$ cat src/rtl/flags_branch_ctrl_if.sv
// Bus between the pipeline and the flags/branch controller: EX flag-setter,
// decode branch request, flush, and the resolved branch/stall outputs.
interface flags_branch_ctrl_if #(
    parameter int CNT_W = 16
);
    logic             ex_valid;
    logic             ex_set_flags;
    logic [63:0]      ex_result;
    logic             ex_carry;
    logic             ex_overflow;
    logic             dec_valid;
    logic             dec_bcond;
    logic [3:0]       dec_cond;
    logic             dec_cbz;
    logic             dec_cbnz;
    logic [63:0]      dec_reg;
    logic             flush;
    logic [3:0]       flags;
    logic             stall;
    logic             br_valid;
    logic             br_taken;
    logic [CNT_W-1:0] stall_count;

    modport master (
        output ex_valid, ex_set_flags, ex_result, ex_carry, ex_overflow,
        output dec_valid, dec_bcond, dec_cond, dec_cbz, dec_cbnz, dec_reg, flush,
        input  flags, stall, br_valid, br_taken, stall_count
    );

    modport slave (
        input  ex_valid, ex_set_flags, ex_result, ex_carry, ex_overflow,
        input  dec_valid, dec_bcond, dec_cond, dec_cbz, dec_cbnz, dec_reg, flush,
        output flags, stall, br_valid, br_taken, stall_count
    );
endinterface

$ cat src/rtl/flags_branch_ctrl.sv
// NZCV flags register, decode-stage branch resolution (B.cond/CBZ/CBNZ) and
// flags RAW hazard handling by either EX forwarding or a one-cycle stall.
module flags_branch_ctrl #(
    parameter bit FORWARD = 1'b1,
    parameter int CNT_W   = 16
) (
    input  logic                clk,
    input  logic                reset,
    flags_branch_ctrl_if.slave  bus
);
    typedef enum logic {IDLE = 1'b0, WAIT = 1'b1} state_t;

    state_t           state_q, state_d;
    logic [3:0]       flags_q, flags_d;
    logic [CNT_W-1:0] stall_count_q, stall_count_d;

    logic       set_flags;
    logic       hazard;
    logic       ex_zero;
    logic       dec_zero;
    logic [3:0] ex_flags;
    logic       stall_c;
    logic       br_valid_c;
    logic       br_taken_c;

    function automatic logic cond_eval(input logic [3:0] cond, input logic [3:0] f);
        logic n, z, c, v, r;
        n = f[3];
        z = f[2];
        c = f[1];
        v = f[0];
        case (cond)
            4'h0:    r = z;
            4'h1:    r = !z;
            4'h2:    r = c;
            4'h3:    r = !c;
            4'h4:    r = n;
            4'h5:    r = !n;
            4'h6:    r = v;
            4'h7:    r = !v;
            4'h8:    r = c & !z;
            4'h9:    r = !c | z;
            4'hA:    r = (n == v);
            4'hB:    r = (n != v);
            4'hC:    r = !z & (n == v);
            4'hD:    r = z | (n != v);
            default: r = 1'b1;
        endcase
        return r;
    endfunction

    always_comb begin
        ex_zero   = (bus.ex_result == 64'd0);
        dec_zero  = (bus.dec_reg == 64'd0);
        ex_flags  = {bus.ex_result[63], ex_zero, bus.ex_carry, bus.ex_overflow};
        set_flags = bus.ex_valid & bus.ex_set_flags;
        hazard    = bus.dec_valid & bus.dec_bcond & set_flags;
        // Flag writes are independent of flush and of the stall FSM.
        flags_d   = set_flags ? ex_flags : flags_q;

        state_d    = IDLE;
        stall_c    = 1'b0;
        br_valid_c = 1'b0;
        br_taken_c = 1'b0;

        if (bus.flush) begin
            state_d = IDLE;
        end else if (state_q == WAIT) begin
            // EX holds the injected bubble, so registered flags are current.
            br_valid_c = bus.dec_valid & bus.dec_bcond;
            br_taken_c = br_valid_c & cond_eval(bus.dec_cond, flags_q);
        end else if (bus.dec_bcond) begin
            if (hazard && !FORWARD) begin
                stall_c = 1'b1;
                state_d = WAIT;
            end else begin
                br_valid_c = bus.dec_valid;
                br_taken_c = bus.dec_valid &
                             cond_eval(bus.dec_cond, hazard ? ex_flags : flags_q);
            end
        end else if (bus.dec_cbz) begin
            br_valid_c = bus.dec_valid;
            br_taken_c = bus.dec_valid & dec_zero;
        end else if (bus.dec_cbnz) begin
            br_valid_c = bus.dec_valid;
            br_taken_c = bus.dec_valid & !dec_zero;
        end

        stall_count_d = stall_count_q;
        if (stall_c && (stall_count_q != {CNT_W{1'b1}}))
            stall_count_d = stall_count_q + CNT_W'(1);
    end

    always_ff @(posedge clk or posedge reset) begin
        if (reset) begin
            state_q       <= IDLE;
            flags_q       <= 4'b0000;
            stall_count_q <= '0;
        end else begin
            state_q       <= state_d;
            flags_q       <= flags_d;
            stall_count_q <= stall_count_d;
        end
    end

    // Gate with reset so a held B.cond cannot resolve while reset is asserted.
    assign bus.flags       = flags_q;
    assign bus.stall       = stall_c & ~reset;
    assign bus.br_valid    = br_valid_c & ~reset;
    assign bus.br_taken    = br_taken_c & ~reset;
    assign bus.stall_count = stall_count_q;
endmodule

$ cat src/flat_wrapper.sv
// flat-port wrapper written by rule: the top's interface ports become plain ports
module flags_branch_ctrl_flat 
#(
    parameter bit FORWARD = 1'b1,
    parameter int CNT_W   = 16
)
  (clk, reset, bus_ex_valid, bus_ex_set_flags, bus_ex_result, bus_ex_carry, bus_ex_overflow, bus_dec_valid, bus_dec_bcond, bus_dec_cond, bus_dec_cbz, bus_dec_cbnz, bus_dec_reg, bus_flush, bus_flags, bus_stall, bus_br_valid, bus_br_taken, bus_stall_count);
  flags_branch_ctrl_if #(.CNT_W(CNT_W)) bus_i ();
  input  logic clk;
  input  logic reset;
  input wire logic [$bits(bus_i.ex_valid)-1:0] bus_ex_valid;
  input wire logic [$bits(bus_i.ex_set_flags)-1:0] bus_ex_set_flags;
  input wire logic [$bits(bus_i.ex_result)-1:0] bus_ex_result;
  input wire logic [$bits(bus_i.ex_carry)-1:0] bus_ex_carry;
  input wire logic [$bits(bus_i.ex_overflow)-1:0] bus_ex_overflow;
  input wire logic [$bits(bus_i.dec_valid)-1:0] bus_dec_valid;
  input wire logic [$bits(bus_i.dec_bcond)-1:0] bus_dec_bcond;
  input wire logic [$bits(bus_i.dec_cond)-1:0] bus_dec_cond;
  input wire logic [$bits(bus_i.dec_cbz)-1:0] bus_dec_cbz;
  input wire logic [$bits(bus_i.dec_cbnz)-1:0] bus_dec_cbnz;
  input wire logic [$bits(bus_i.dec_reg)-1:0] bus_dec_reg;
  input wire logic [$bits(bus_i.flush)-1:0] bus_flush;
  output wire logic [$bits(bus_i.flags)-1:0] bus_flags;
  output wire logic [$bits(bus_i.stall)-1:0] bus_stall;
  output wire logic [$bits(bus_i.br_valid)-1:0] bus_br_valid;
  output wire logic [$bits(bus_i.br_taken)-1:0] bus_br_taken;
  output wire logic [$bits(bus_i.stall_count)-1:0] bus_stall_count;
  assign bus_i.ex_valid = bus_ex_valid;
  assign bus_i.ex_set_flags = bus_ex_set_flags;
  assign bus_i.ex_result = bus_ex_result;
  assign bus_i.ex_carry = bus_ex_carry;
  assign bus_i.ex_overflow = bus_ex_overflow;
  assign bus_i.dec_valid = bus_dec_valid;
  assign bus_i.dec_bcond = bus_dec_bcond;
  assign bus_i.dec_cond = bus_dec_cond;
  assign bus_i.dec_cbz = bus_dec_cbz;
  assign bus_i.dec_cbnz = bus_dec_cbnz;
  assign bus_i.dec_reg = bus_dec_reg;
  assign bus_i.flush = bus_flush;
  assign bus_flags = bus_i.flags;
  assign bus_stall = bus_i.stall;
  assign bus_br_valid = bus_i.br_valid;
  assign bus_br_taken = bus_i.br_taken;
  assign bus_stall_count = bus_i.stall_count;
  flags_branch_ctrl #(.FORWARD(FORWARD), .CNT_W(CNT_W)) u_core (.clk(clk), .reset(reset), .bus(bus_i));
endmodule
$ cat config.mk
export PLATFORM = sky130hd
export DESIGN_NAME = flags_branch_ctrl_flat
export DESIGN_NICKNAME = d
export VERILOG_FILES = /design/src/rtl/flags_branch_ctrl_if.sv /design/src/rtl/flags_branch_ctrl.sv /design/src/flat_wrapper.sv
export SDC_FILE = /design/constraint.sdc
export NUM_CORES = 1
export LEC_CHECK = 0
export CORE_UTILIZATION = 18
export DETAILED_ROUTE_END_ITERATION = 8
export PLACE_DENSITY = 0.8
export SETUP_SLACK_MARGIN = 0.1
export SLEW_MARGIN = 5
export SYNTH_ARGS = -nofsm -noshare
export SYNTH_HDL_FRONTEND = slang
export SYNTH_SLANG_ARGS = --single-unit
export TNS_END_PERCENT = 5
$ cat constraint.sdc
create_clock -name clk -period 2.1 [get_ports clk]
set_clock_uncertainty 0.1 [all_clocks]
set_input_delay 0.42 -clock clk [delete_from_list [all_inputs] [get_ports clk]]
set_output_delay 0.42 -clock clk [all_outputs]
set_load 0.005 [all_outputs]
==> results.py <==
metrics = {
    "setup_path": {
        "worst_setup_path_end_kind": "primary output",
        "crit_path_frequent_cell": "sky130_fd_sc_hd__a211oi_2",
        "critical_path.startpoint_type": "input pin",
        "timing.critical_path.required_ps": 1580,
        "worst_path_arrival_time_ps": 2040,
        "worst_path_dominant_cell_family": "multiplexers",
        "cp_slowest_stage_delay_ps": 520,
        "crit_path_max_fanout": 3,
        "worst_path_max_delay_cell": "sky130_fd_sc_hd__mux4_2",
        "worst-setup-path-type": "in2out",
        "crit_path_cell_trace": "buf_6 -> and4_4 -> mux4_2 -> a211oi_2 -> mux2i_2 -> a211oi_2 -> o22ai_1 -> buf_2",
        "worstPathBufferInverterCount": 2,
    },
    "global_route": {
        "gr-usage-all-layers": 0.175,
        "first_global_vias": 1657,
        "grt_first_pass_wirelength_mm": 7.27,
        "grt_remaining_overflow": 0,
        "number_of_antenna_violations_at_the_first_check_in_global_routing": 0,
        "grt_max_degree": 9,
    },
    "worst_hold_path": {
        "holdCritPathClass": "in2async",
    },
    "synth": {
        "postSynthAreaPerCell_um2": 8.16,
        "synth-warning-count": 0,
        "synth.yosys.seq_area_share": 0.113,
        "ys_seq_elements": 4,
        "synth_top_cell_area_share": 0.232,
        "ys_types": 29,
        "synth_top_cells_by_area": "sky130_fd_sc_hd__nor4_1, sky130_fd_sc_hd__buf_4, sky130_fd_sc_hd__dfrtp_1",
        "yosys.area.top_type": "sky130_fd_sc_hd__nor4_1",
        "syn_area_um2": 890,
        "syn_inst": 109,
    },
    "flow_run": {
        "max_cap_violation_count": 0,
    },
    "place": {
        "detailed_place.area_um2": 2550,
        "dpl_worst_slack_ps": -1270,
        "globalplace.congestion": 0.819,
        "dp_hpwl_mm": 4.19,
        "place.port_buffers": 148,
        "dp.cells": 345,
    },
    "clock_network": {
        "ctsRootBufferMaster": "sky130_fd_sc_hd__clkbuf_8",
        "cts_num_sinks": 4,
        "ctsHoldBuffers": 0,
        "clock_insertion_delay_worst_skew_ps": 210,
        "clkSlewWorstSetupHoldPaths_ps": 30,
        "cts_max_path_buffers": 2,
        "tritoncts_clock_tree": "built",
        "htree_levels": 1,
        "cts-buffers-inserted": 3,
    },
    "power": {
        "proportion_of_power_drawn_by_the_clock_network": 0.237,
        "design_power_total_uw": 658,
        "p_sw_uw": 193,
        "switching_share": 0.293,
        "static-leakage-power_uw": 0.00113,
        "power.density_nw_per_um2": 264,
        "vdd.ir_drop.worst_v": 0.000382,
        "cellInternalPower_uw": 465,
        "share_seq_of_total_power": 0.142,
        "combinational_cell_fraction_of_total_power": 0.621,
    },
    "floorplanning": {
        "ios": 166,
        "die_width_um": 72.3,
        "dieArea_um2": 5230,
        "die_h_um": 72.3,
        "floorplan.initialDensity": 0.187,
        "core_rows": 25,
        "core-area_um2": 4750,
    },
    "detailed_routing": {
        "detail_route.drc_violations": 0,
        "route.antenna.remaining_nets": 0,
        "detail_route.vias_per_cell": 4.51,
        "firstDrtPassIters": 4,
        "avgRoutedWirePerCell_um": 14.0,
        "detailedRoute.firstIterationViolations": 11,
        "route.vias.total": 1578,
        "finalWirelength_mm": 4.88,
    },
    "layout": {
        "top_library_cells_by_usage_in_the_layout_fill_and_taps_aside": "sky130_fd_sc_hd__buf_2, sky130_fd_sc_hd__clkdlybuf4s15_1, sky130_fd_sc_hd__clkbuf_2",
        "post-route-util": 0.523,
        "largest_register_ff_count": 4,
        "nets": 428,
        "fraction_of_layout_instances_using_a_drive_strength_above_1": 0.590,
        "area_delta_synth_final_pct": 180,
        "filler_cell_count": 474,
        "layout.cells.non_filler": 350,
        "layout_commonest_cell": "sky130_fd_sc_hd__buf_2",
        "antenna-diode-count": 0,
        "final_design_area_no_fill_um2": 2490,
    },
    "sta": {
        "post-route-period-util": 1.22,
        "hold_viol_final": 0,
        "min_period_ps": 2560,
        "finalMaxSlewViolations": 0,
        "setup-violations-final": 1,
        "fmaxAchievable_mhz": 391,
        "grt_setup_unrepaired": "yes",
        "setup_slack_ps": -460,
    },
    "outcome": {
        "outcome": "finished with violations",
        "violations": "setup timing",
    },
}
-- layer usage --
| metal | vias to the layer above | routed length [um] | track usage |
|---|---|---|---|
| li1 | 770 | - | - |
| met1 | 725 | 1620 | 0.184 |
| met2 | 79 | 2870 | 0.367 |
| met3 | 4 | 354 | 0.0167 |
| met4 | 0 | 43 | 0.0327 |
| met5 | - | 0 | 0 |
-- Yosys cell counts --
library cell and n:
sky130_fd_sc_hd__a211oi_2 2, sky130_fd_sc_hd__a21oi_1 1, sky130_fd_sc_hd__a221oi_1 1, sky130_fd_sc_hd__a31oi_1 1, sky130_fd_sc_hd__and4_4 1, sky130_fd_sc_hd__buf_4 17, sky130_fd_sc_hd__clkbuf_1 1, sky130_fd_sc_hd__conb_1 1
sky130_fd_sc_hd__dfrtp_1 4, sky130_fd_sc_hd__inv_1 2, sky130_fd_sc_hd__mux2_2 5, sky130_fd_sc_hd__mux2i_1 4, sky130_fd_sc_hd__mux4_1 2, sky130_fd_sc_hd__mux4_2 1, sky130_fd_sc_hd__nand2_1 5, sky130_fd_sc_hd__nand2b_1 1
sky130_fd_sc_hd__nand4_1 9, sky130_fd_sc_hd__nor2_1 2, sky130_fd_sc_hd__nor2b_1 1, sky130_fd_sc_hd__nor3_1 2, sky130_fd_sc_hd__nor3b_1 3, sky130_fd_sc_hd__nor4_1 33, sky130_fd_sc_hd__nor4_2 1, sky130_fd_sc_hd__nor4b_1 1
sky130_fd_sc_hd__o211ai_1 1, sky130_fd_sc_hd__o21ai_0 1, sky130_fd_sc_hd__o22ai_1 1, sky130_fd_sc_hd__o31a_2 1, sky130_fd_sc_hd__xnor2_1 4
-- area by class of cell --
| class | count | area (um2) | share of cell area |
|---|---|---|---|
| Tap cell | 67 | 83.8 | 0.0337 |
| Inverter | 2 | 7.51 | 0.00302 |
| Clock buffer | 3 | 41.3 | 0.0166 |
| Multi-Input combinational cell | 101 | 977 | 0.393 |
| Sequential cell | 4 | 100 | 0.0402 |
| Timing Repair Buffer | 173 | 1280 | 0.514 |
-- power groups by stage --
stage | clock network [uW] | logic (uW) | registers, uW
detailed placement | 0 | 453 | 94.3
CTS | 160 | 402 | 93.6
global placement | 0 | 446 | 94.2
floorplan | 0 | 119 | 95.9
finish | 156 | 409 | 93.3
global route | 167 | 441 | 95.4
-- path summary, 6_finish.rpt --
path | start | cells past startpoint | slack [ps] | end
worst min register to register | u_core.bus.flags[1] | 2 | 520 | u_core.bus.flags[1]
min in group clk | bus_ex_overflow | 2 | 430 | u_core.bus.flags[0]
worst min-delay path | reset | 2 | 170 | u_core.bus.flags[3]
worst max register to register | u_core.bus.flags[3] | 3 | 970 | u_core.bus.flags[3]
worst max-delay path | bus_ex_set_flags | 8 | -460 | bus_br_taken
max in group asynchronous | reset | 2 | 1580 | u_core.bus.flags[1]
-- kinds of logic (layout without fill, tap and decap cells) --
kind of cell,count (synthesis),after routing,share of synthesized area
AND/OR/NAND/NOR,59,59,0.412
buffers and inverters,20,178,0.156
multiplexers,12,12,0.193
AO/OA/AOI/OAI,9,9,0.0830
XOR/XNOR,4,4,0.0394
flip-flops,4,4,0.113
other,1,17,0.00422
-- per-stage QoR --
stage	TNS (ps)	hold WS (ps)
global placement	-1570	517
CTS	-471	168
global route	-606	172
floorplan	-196	86.1
finish	-460	168
detailed placement	-1630	518
-- timing repair --
item | 4_1_cts | 5_1_grt
setup endpoints to repair | 2 | 2
buffers inserted | 1 | 1
pin swaps | 49 | 25
hold endpoints to repair | 0 | 0
resized for setup | 374 | 67
Power figures use the tool's default switching activity.
